File: src/rtl/ball_pkg.sv
// ball_pkg
//   Types and constants shared by the small, medium and large ball movers.
//   ball_state_t   : ball life cycle (HIDDEN -> ACTIVE -> POPPING -> HIDDEN)
//   FIXED_POINT_SHIFT / FP_WIDTH / fp_t : signed sub-pixel position/velocity format
//   COORD_W        : width of screen coordinates
package ball_pkg;

  typedef enum logic [1:0] {
    HIDDEN,
    ACTIVE,
    POPPING
  } ball_state_t;

  localparam int COORD_W           = 11;
  localparam int FIXED_POINT_SHIFT = 6;
  // sign + 11 integer bits + 6 fraction bits
  localparam int FP_WIDTH          = COORD_W + FIXED_POINT_SHIFT + 1;

  typedef logic signed [FP_WIDTH-1:0] fp_t;

  // Converts an unsigned pixel coordinate into the fixed-point format.
  function automatic fp_t pixel_to_fixed(input logic [COORD_W-1:0] pixel);
    return {1'b0, pixel, {FIXED_POINT_SHIFT{1'b0}}};
  endfunction

endpackage

File: src/rtl/ball_rect_window.sv
// ball_rect_window
//   Combinational hit test of the current pixel against a ball's bounding box.
//   Ports:
//     enable          in  1   box exists (ball not hidden)
//     pixelX, pixelY  in  11  current pixel
//     topLeftX/Y      in  11  box top-left corner, pixels
//     offsetX/Y       out 11  pixel - topLeft when inside, else 0
//     InsideRectangle out 1   pixel within the box, both edges inclusive
module ball_rect_window
  import ball_pkg::*;
#(
  parameter int WIDTH  = 35,
  parameter int HEIGHT = 35
) (
  input  logic               enable,
  input  logic [COORD_W-1:0] pixelX,
  input  logic [COORD_W-1:0] pixelY,
  input  logic [COORD_W-1:0] topLeftX,
  input  logic [COORD_W-1:0] topLeftY,
  output logic [COORD_W-1:0] offsetX,
  output logic [COORD_W-1:0] offsetY,
  output logic               InsideRectangle
);

  // One extra bit on the far edge so a box near column 2047 does not wrap.
  logic [COORD_W:0] right_edge;
  logic [COORD_W:0] bottom_edge;
  logic             inside_x;
  logic             inside_y;

  assign right_edge  = {1'b0, topLeftX} + (COORD_W+1)'(WIDTH - 1);
  assign bottom_edge = {1'b0, topLeftY} + (COORD_W+1)'(HEIGHT - 1);

  assign inside_x = (pixelX >= topLeftX) && ({1'b0, pixelX} <= right_edge);
  assign inside_y = (pixelY >= topLeftY) && ({1'b0, pixelY} <= bottom_edge);

  assign InsideRectangle = enable && inside_x && inside_y;
  assign offsetX = InsideRectangle ? (pixelX - topLeftX) : '0;
  assign offsetY = InsideRectangle ? (pixelY - topLeftY) : '0;

endmodule

File: src/rtl/medium_ball_mover.sv
// medium_ball_mover
//   Owns one medium ball: spawn, per-frame physics (gravity, floor bounce,
//   wall reflection), hit -> blinking pop sequence -> popped pulse, and the
//   per-pixel box test feeding the bitmap stage.
//   Ports:
//     clk, resetN              pixel clock, async active-low reset
//     startOfFrame             one-cycle pulse per frame
//     pixelX, pixelY           current pixel
//     spawn, spawnX/Y, spawnDirRight   ball creation request
//     hit                      rope/player collision pulse
//     offsetX/Y, InsideRectangle      box test of the current pixel
//     visible                  ball drawn this frame
//     topLeftX/Y               integer ball position
//     popped                   one-cycle pulse when the pop sequence ends
module medium_ball_mover
  import ball_pkg::*;
#(
  parameter int OBJECT_WIDTH_X   = 35,
  parameter int OBJECT_HEIGHT_Y  = 35,
  parameter int FIXED_POINT_MULT = 64,
  parameter int GRAVITY          = 2,
  parameter int BOUNCE_VY        = -380,
  parameter int SPEED_X          = 60,
  parameter int LEFT_WALL_X      = 0,
  parameter int RIGHT_WALL_X     = 639,
  parameter int FLOOR_Y          = 440,
  parameter int POP_FRAMES       = 32
) (
  input  logic               clk,
  input  logic               resetN,
  input  logic               startOfFrame,
  input  logic [COORD_W-1:0] pixelX,
  input  logic [COORD_W-1:0] pixelY,
  input  logic               spawn,
  input  logic [COORD_W-1:0] spawnX,
  input  logic [COORD_W-1:0] spawnY,
  input  logic               spawnDirRight,
  input  logic               hit,
  output logic [COORD_W-1:0] offsetX,
  output logic [COORD_W-1:0] offsetY,
  output logic               InsideRectangle,
  output logic               visible,
  output logic [COORD_W-1:0] topLeftX,
  output logic [COORD_W-1:0] topLeftY,
  output logic               popped
);

  localparam int POP_W = (POP_FRAMES > 8) ? $clog2(POP_FRAMES) : 3;

  ball_state_t      state, state_next;
  fp_t              pos_x, pos_y, vel_x, vel_y;
  fp_t              pos_x_next, pos_y_next, vel_x_next, vel_y_next;
  logic [POP_W-1:0] pop_cnt, pop_cnt_next;

  // Candidate motion for this frame, before floor/wall corrections.
  fp_t vy_step, px_step, py_step;
  fp_t tlx_step, tly_step;
  logic vel_x_neg, vel_x_pos;

  always_ff @(posedge clk or negedge resetN) begin
    if (!resetN) begin
      state   <= HIDDEN;
      pos_x   <= '0;
      pos_y   <= '0;
      vel_x   <= '0;
      vel_y   <= '0;
      pop_cnt <= '0;
    end else begin
      state   <= state_next;
      pos_x   <= pos_x_next;
      pos_y   <= pos_y_next;
      vel_x   <= vel_x_next;
      vel_y   <= vel_y_next;
      pop_cnt <= pop_cnt_next;
    end
  end

  assign vy_step   = vel_y + fp_t'(GRAVITY);
  assign px_step   = pos_x + vel_x;
  assign py_step   = pos_y + vy_step;
  assign tlx_step  = px_step >>> FIXED_POINT_SHIFT;
  assign tly_step  = py_step >>> FIXED_POINT_SHIFT;
  assign vel_x_neg = vel_x[FP_WIDTH-1];
  assign vel_x_pos = !vel_x[FP_WIDTH-1] && (vel_x != '0);

  always_comb begin
    state_next   = state;
    pos_x_next   = pos_x;
    pos_y_next   = pos_y;
    vel_x_next   = vel_x;
    vel_y_next   = vel_y;
    pop_cnt_next = pop_cnt;
    popped       = 1'b0;

    case (state)
      HIDDEN: begin
        if (spawn) begin
          pos_x_next = pixel_to_fixed(spawnX);
          pos_y_next = pixel_to_fixed(spawnY);
          vel_x_next = spawnDirRight ? fp_t'(SPEED_X) : -fp_t'(SPEED_X);
          vel_y_next = '0;
          state_next = ACTIVE;
        end
      end

      ACTIVE: begin
        // A hit freezes the ball where it is, even on a frame boundary.
        if (hit) begin
          state_next   = POPPING;
          pop_cnt_next = '0;
        end else if (startOfFrame) begin
          vel_y_next = vy_step;
          pos_x_next = px_step;
          pos_y_next = py_step;
          if (tly_step + fp_t'(OBJECT_HEIGHT_Y) >= fp_t'(FLOOR_Y)) begin
            pos_y_next = fp_t'((FLOOR_Y - OBJECT_HEIGHT_Y) * FIXED_POINT_MULT);
            vel_y_next = fp_t'(BOUNCE_VY);
          end
          if (tlx_step <= fp_t'(LEFT_WALL_X) && vel_x_neg) begin
            pos_x_next = fp_t'(LEFT_WALL_X * FIXED_POINT_MULT);
            vel_x_next = fp_t'(SPEED_X);
          end
          if (tlx_step + fp_t'(OBJECT_WIDTH_X - 1) >= fp_t'(RIGHT_WALL_X) && vel_x_pos) begin
            pos_x_next = fp_t'((RIGHT_WALL_X - OBJECT_WIDTH_X + 1) * FIXED_POINT_MULT);
            vel_x_next = -fp_t'(SPEED_X);
          end
        end
      end

      POPPING: begin
        // popped is raised while still in POPPING so a spawn can never coincide with it.
        if (startOfFrame) begin
          if (pop_cnt == POP_W'(POP_FRAMES - 1)) begin
            state_next   = HIDDEN;
            pop_cnt_next = '0;
            popped       = 1'b1;
          end else begin
            pop_cnt_next = pop_cnt + 1'b1;
          end
        end
      end

      default: state_next = HIDDEN;
    endcase
  end

  // Blink with a 4-frame on / 4-frame off pattern while popping.
  assign visible  = (state == ACTIVE) || ((state == POPPING) && !pop_cnt[2]);
  assign topLeftX = pos_x[FIXED_POINT_SHIFT +: COORD_W];
  assign topLeftY = pos_y[FIXED_POINT_SHIFT +: COORD_W];

  ball_rect_window #(
    .WIDTH (OBJECT_WIDTH_X),
    .HEIGHT(OBJECT_HEIGHT_Y)
  ) u_window (
    .enable         (state != HIDDEN),
    .pixelX         (pixelX),
    .pixelY         (pixelY),
    .topLeftX       (topLeftX),
    .topLeftY       (topLeftY),
    .offsetX        (offsetX),
    .offsetY        (offsetY),
    .InsideRectangle(InsideRectangle)
  );

endmodule
File: config.mk
export PLATFORM = sky130hd
export DESIGN_NAME = medium_ball_mover
export DESIGN_NICKNAME = d
export VERILOG_FILES = /design/src/rtl/ball_pkg.sv /design/src/rtl/ball_rect_window.sv /design/src/rtl/medium_ball_mover.sv
export SDC_FILE = /design/constraint.sdc
export NUM_CORES = 1
export LEC_CHECK = 0
export ABC_AREA = 0
export CAP_MARGIN = 20
export CELL_PAD_IN_SITES_DETAIL_PLACEMENT = 0
export CELL_PAD_IN_SITES_GLOBAL_PLACEMENT = 1
export CORE_MARGIN = 2
export CORE_UTILIZATION = 42
export CTS_CLUSTER_SIZE = 16
export DETAILED_ROUTE_END_ITERATION = 10
export PLACE_DENSITY = 0.82
export SKIP_CTS_REPAIR_TIMING = 1
export SYNTH_ARGS = -nofsm -noshare
export SYNTH_HDL_FRONTEND = slang
export SYNTH_HIERARCHICAL = 1
export SYNTH_SLANG_ARGS = --single-unit
File: constraint.sdc
create_clock -name clk -period 4.9 [get_ports clk]
set_clock_uncertainty 0.1 [all_clocks]
set_input_delay 0.735 -clock clk [delete_from_list [all_inputs] [get_ports clk]]
set_output_delay 0.735 -clock clk [all_outputs]
set_load 0.05 [all_outputs]
# Word-level counts from Yosys, hierarchy flattened
# Cells that the tools add are included.
# Widths: inputs -> output; s select.
# word_totals
regBits	79
out_inout_bits	47
elab_cells	90
# op_classes
n_addsub	10
order_cmp	7
n_eq_ne	10
n_mux	37
reduce_logical	20
# ops
cell	count
$mux 18	19
$pmux 18 s2	4
$add 18x18->18	2
$add 12x7->13 const B	2
$add 11x6->12 const B	2
$le 11x12->1	2
$ge 11x11->1	2
$mux 11	2
$sub 11x11->11	2
$add 18x3->18 const B	1
$reduce_bool 18->1	1
$mux 5	3
$ge 13x10->1 const B	1
$ge 13x11->1 const B	1
$le 12x1->1 const B	1
$ne 2x2->1 const B	6
$pmux 5 s2	1
$logic_and 1x1->1	8
$mux 2	4
$reduce_and 4->1	2
$pmux 2 s3	1
$reduce_bool 2->1	3
$add 5x1->5 const B	1
$eq 5x5->1 const B	1
9 further kinds	12

# Logic depth before layout (Yosys ltp)
# logic_depth
depth_word	8
ltp_mapped	22
ltp_nobuf	18

# Hierarchy
# The synthesis kept the hierarchy.
# by_module_without_submodules
module	instances	cells_per_inst	area_each_um2	seq_area_each_um2
medium_ball_mover	1	619	5213.8	1501.4
ball_rect_window	1	259	1853.0	0.0

# Least setup slack after synthesis
# Ideal clock, no wire load.
# synth_timing
path_kind	flip-flop to output port
start	reg pos_x[7]
end	out offsetY[3]
arrival_ns	3.465
t_required_ns	4.065
path_slack_ns	0.600
path_stages_with_launch	12
path_cell_list	dfrtp_1 ha_1 and3_4 o21a_1 nand3_1 xnor2_1 ha_1 nand4_1 a31oi_1 o41ai_1 nand4_2 a211oi_1
# synth_via
elab_chain_cells	6
elab_cells_between_ends	7
cone_classes	add/sub (1); order compare (2); mux (1); reduce/logical (3)
# synth_rtl
element	line_no	rtl
start: declaration	medium_ball_mover.sv:51	fp_t pos_x, pos_y, vel_x, vel_y;
start signal: assignment	medium_ball_mover.sv:70	pos_x <= pos_x_next;
$add 11x6->12	ball_rect_window.sv:31	assign right_edge = {1'b0, topLeftX} + (COORD_W+1)'(WIDTH - 1);
$le 11x12->1	ball_rect_window.sv:34	assign inside_x = (pixelX >= topLeftX) && ({1'b0, pixelX} <= right_edge);
$logic_and 1x1->1 *	ball_rect_window.sv:34	
$logic_and 1x1->1 * (2 in a row)	ball_rect_window.sv:37	assign InsideRectangle = enable && inside_x && inside_y;
$mux 11 *	ball_rect_window.sv:39	assign offsetY = InsideRectangle ? (pixelY - topLeftY) : '0;
end: declaration	medium_ball_mover.sv:40	output logic [COORD_W-1:0] offsetY,
# Every way passes the cells marked *; elsewhere a longest branch is shown, timed or not.

# Final worst setup path
# layout_timing
start	reg pos_x[7]
end	out offsetX[9]
# layout_via
elab_chain_cells	6
elab_cells_between_ends	8
cone_classes	add/sub (2); order compare (2); mux (1); reduce/logical (3)
# layout_rtl
element	line_no	rtl
$add 11x6->12	ball_rect_window.sv:31	
$le 11x12->1	ball_rect_window.sv:34	
$logic_and 1x1->1	ball_rect_window.sv:34	
$logic_and 1x1->1 (2 in a row)	ball_rect_window.sv:37	
$mux 11 *	ball_rect_window.sv:38	assign offsetX = InsideRectangle ? (pixelX - topLeftX) : '0;
end: declaration	medium_ball_mover.sv:39	output logic [COORD_W-1:0] offsetX,
# Marks and branches as above.

==> impl_summary.md <==
Logic synthesis
Sequential elements use 21.2% of the synthesized area. The commonest register cell after synthesis is sky130_fd_sc_hd__dfrtp_1. The count of mapped cells out of synthesis is 878. The synthesized design devotes to its leading area cell type 21.2% of total area. The summed instance area of the synthesized netlist is 7070 µm². After synthesis, the cell types taking the most area are sky130_fd_sc_hd__dfrtp_1, sky130_fd_sc_hd__ha_1, sky130_fd_sc_hd__xnor2_1.

The synthesis warning total is 6. The number of enable flip-flop cells after synthesis is 0. The post-synthesis cell type count is 79. Synthesis produced a netlist with a net count of around 1,000. The average instance in the mapped netlist occupies between 8 and 9 µm². For this run, asynchronously set or reset flops after synthesis account for 100%. The flip-flop and latch count after synthesis is 60. The cell accounting for the most synthesized area is sky130_fd_sc_hd__dfrtp_1.

Place
The cell area after placement is 8310 µm². The global placement routability congestion is 0.841. Counting tap cells, the placed design contains a total of 1,154 instances. The number of I/O port buffers is 96. The detailed placer's ending HPWL is 14.2 mm.

Routing
The routed layout has around 6,600 vias. The routed length per placed instance is 15.9 µm. The detail route stage leaves a number of antenna-violating nets equal to 0. The post-route DRC violation count is 0. After detailed routing, the total wire length is 18.7 mm. The pre-antenna-repair detailed-routing pass consisted of 5 iterations.

In this run, the number of DRC markers left after iteration 0 of detailed routing was 409. Using the TritonRoute via totals, the vias-per-cell ratio works out to 5.60.

Floorplan
The boundary pin count is 97. Measured along the y axis, the die boundary spans approximately 130 µm. The placeable core region is 16,500 µm². The number of placement rows is 47.

The area of the die is between 15,000 and 20,000 µm². The width of the chip is 134 µm. For this configuration, the core starts out at a cell density of 42.8%.

Run
The reported max-cap violation count is 0.

Final layout
The post-layout instance count excluding filler cells is 1,170. The layout has 1,549 filler cells. The final instance area is about 8600 µm². The final layout contains about 1,100 nets. Relative to the synthesized area, the layout overhead comes to 22.2%. The total inserted antenna cells is 0.

The library cell used most frequently in the layout, excluding fill and tap cells, is sky130_fd_sc_hd__nand2_1. In the layout the commonest cells are sky130_fd_sc_hd__nand2_1, sky130_fd_sc_hd__ha_1, sky130_fd_sc_hd__clkdlybuf4s50_1. Of the cells placed in the final design, the portion with a size suffix greater than 1 is 8.63%.

Setup path
The highest fanout seen on the critical path is 11. The worst setup path is launched from a register. By instance count, the cell type seen most on the critical path is sky130_fd_sc_hd__ha_1. The arrival time of the worst setup path is approximately 3.7 ns. For this design, the slowest cell found on the critical path is sky130_fd_sc_hd__dfrtp_1. The startpoint-to-endpoint class of the critical path is reg2out. On the worst path, the slowest cell contributes a delay of 0.52 ns. Walking the worst path, the cells encountered are ha_1, and3_4, o21a_1, nand3_1, xnor2_1, ha_1, nand4_1, a31oi_1, o41ai_1, nand4_2, buf_4, nor3_1, buf_12. STA puts the critical path data required time at 4.07 ns. The type of destination of the critical path is a primary output.

Clock network
The latest clock arrival within the worst-skew pair is 0.33 ns. Clock tree synthesis selected as its root buffer the cell sky130_fd_sc_hd__clkbuf_16. The number of levels in the clock H-tree is 3. The clock net in this run drives a total of 60 sinks. The clock input transition at the sequential cells of the worst setup and hold paths is about 0.060 ns.

The number of buffers between clock root and the deepest sink is 2. Clock tree synthesis inserted a total of 9 buffers. The CTS tree is done.

Power and ir drop
The design draws 6.57 mW. The power density of the placed cells is 761 nW/µm². The worst-case vdd ir drop is 0.330 mV. The leakage dissipation is 3.76 nW.

Global routing
The met3 demand-to-capacity share in global routing is 2.63%. For met1 alone, demand over resource in global routing was 28.9%. The aggregate global routing overflow is 0.

The layer flagged by global routing as most heavily used is met2. The via count of the first global-routing pass was 6,199. For met2 alone, demand over resource in global routing was 34.5%. The largest net degree at the start of global routing is 61. The number of antenna violations at the first check in global routing is 0. In the global route stage, overall resource usage came out at 20.8%. The first global-routing pass estimated 30.5 mm of wire.

Timing
The hold violation count in the final report is 0. The final hold slack is between 0.3 and 0.4 ns. Derived from the worst setup path, the maximum achievable clock frequency is roughly 0.22 GHz. The max-slew violation count was 0.

The worst path uses 93.3% of the clock period. The worst path in the final design needs a cycle of roughly 4.6 ns, including I/O delays and setup. The post-route setup TNS is 0 ns. The worst-margin pin slew is 0.821 ns. Setup violations remaining at the end of the flow were counted as 0. The max-slew headroom at the worst pin is 45.1%. Setup repair after global routing left no endpoint under its margin.

Status
The run finished with clean final reports.

Min path
The worst hold path belongs to the class reg2reg.
==> cells by family after synthesis <==
family | share of synthesized area, %
AOI/OAI and AO/OA | 25.5
xor gates and xnor gates | 9.54
adders and majority gates | 15.2
buffers and inverters | 6.32
DFF | 21.2
muxes | 0.425
and+or+nand+nor | 21.7
==> sequential cells by signal, indices dropped and copies added, names as in the netlist <==
| name | cells |
|---|---|
| vel_x | 3 |
| vel_y | 17 |
| state | 2 |
| pop_cnt | 5 |
| pos_y | 17 |
| pos_x | 16 |
==> where the power goes <==
group	switching [mW]	internal (mW)	leakage, nW
logic	2.99	1.95	2.83
registers	0.274	0.656	0.778
clock network	0.234	0.459	0.153
total	3.50	3.07	3.76
==> final cells by class <==
type | count | area [µm²] | area share [%]
tap | 220 | 275 | 3.19
timing repair buffer | 107 | 1270 | 14.7
sequential | 60 | 1500 | 17.4
multi-input combinational | 728 | 5120 | 59.3
inverter | 39 | 146 | 1.70
clock buffer | 12 | 246 | 2.86
clock inverter | 4 | 72.6 | 0.841
==> stage by stage <==
step | util, % | setup slack [ns]
detailed placement | 50.3 | 0.449
CTS | 52.2 | 0.278
global route | 52.2 | 0.0888
finish | 52.2 | 0.328
floorplan | - | 0.600
global placement | 50.3 | 0.511
==> Yosys cell counts, types with 6 or more instances <==
library cell	number
sky130_fd_sc_hd__nand2_1	92
sky130_fd_sc_hd__inv_1	39
sky130_fd_sc_hd__clkbuf_1	20
sky130_fd_sc_hd__nand2b_1	14
sky130_fd_sc_hd__dfrtp_1	60
sky130_fd_sc_hd__nand3_1	29
sky130_fd_sc_hd__and2_1	7
sky130_fd_sc_hd__and3_1	19
sky130_fd_sc_hd__nor3_1	27
sky130_fd_sc_hd__a21o_1	19
sky130_fd_sc_hd__o31ai_1	12
sky130_fd_sc_hd__a211oi_1	11
sky130_fd_sc_hd__ha_1	78
sky130_fd_sc_hd__o21ai_1	10
sky130_fd_sc_hd__a2bb2oi_1	7
sky130_fd_sc_hd__a31oi_1	6
sky130_fd_sc_hd__o22ai_1	6
sky130_fd_sc_hd__xor2_1	24
sky130_fd_sc_hd__nand4_1	11
sky130_fd_sc_hd__o21ai_0	46
sky130_fd_sc_hd__nor2_1	61
sky130_fd_sc_hd__xnor2_1	53
sky130_fd_sc_hd__buf_4	23
sky130_fd_sc_hd__o211ai_1	6
sky130_fd_sc_hd__nor2b_1	7
sky130_fd_sc_hd__o21a_1	12
sky130_fd_sc_hd__a22oi_1	14
sky130_fd_sc_hd__a21oi_1	62
==> worst paths after layout <==
check                                      start  cells past startpoint  slack (ns)                     to
setup / recovery            pos_x[7]$_DFFE_PN0P_                     13        0.33             offsetX[9]
hold / removal             pos_x[17]$_DFFE_PN0P_                      1        0.39  pos_x[17]$_DFFE_PN0P_
setup reg to reg            vel_y[3]$_DFFE_PN0P_                     16        0.55   vel_y[9]$_DFFE_PN0P_
hold reg to reg            pos_x[17]$_DFFE_PN0P_                      1        0.39  pos_x[17]$_DFFE_PN0P_
max in group asynchronous                 resetN                      2        3.71  pos_x[15]$_DFFE_PN0P_
min in group asynchronous                 resetN                      2        0.47   pos_y[4]$_DFFE_PN0P_
==> routing by layer <==
metal	wire [µm]	vias to the layer above
met5	0	-
li1	-	3328
met2	8650	154
met4	197	0
met3	830	16
met1	8990	3059
==> critical path: cells and delay by family, from the launching register on <==
kind | cells | cell delay [ns]
AO/OA/AOI/OAI | 3 | 0.74
XOR/XNOR | 1 | 0.15
adder cells (fa/ha/maj) | 2 | 0.54
buffers and inverters | 2 | 0.42
flip-flops | 1 | 0.52
AND/OR/NAND/NOR | 5 | 1.02
No activity file was read; power rests on OpenSTA's default activity.
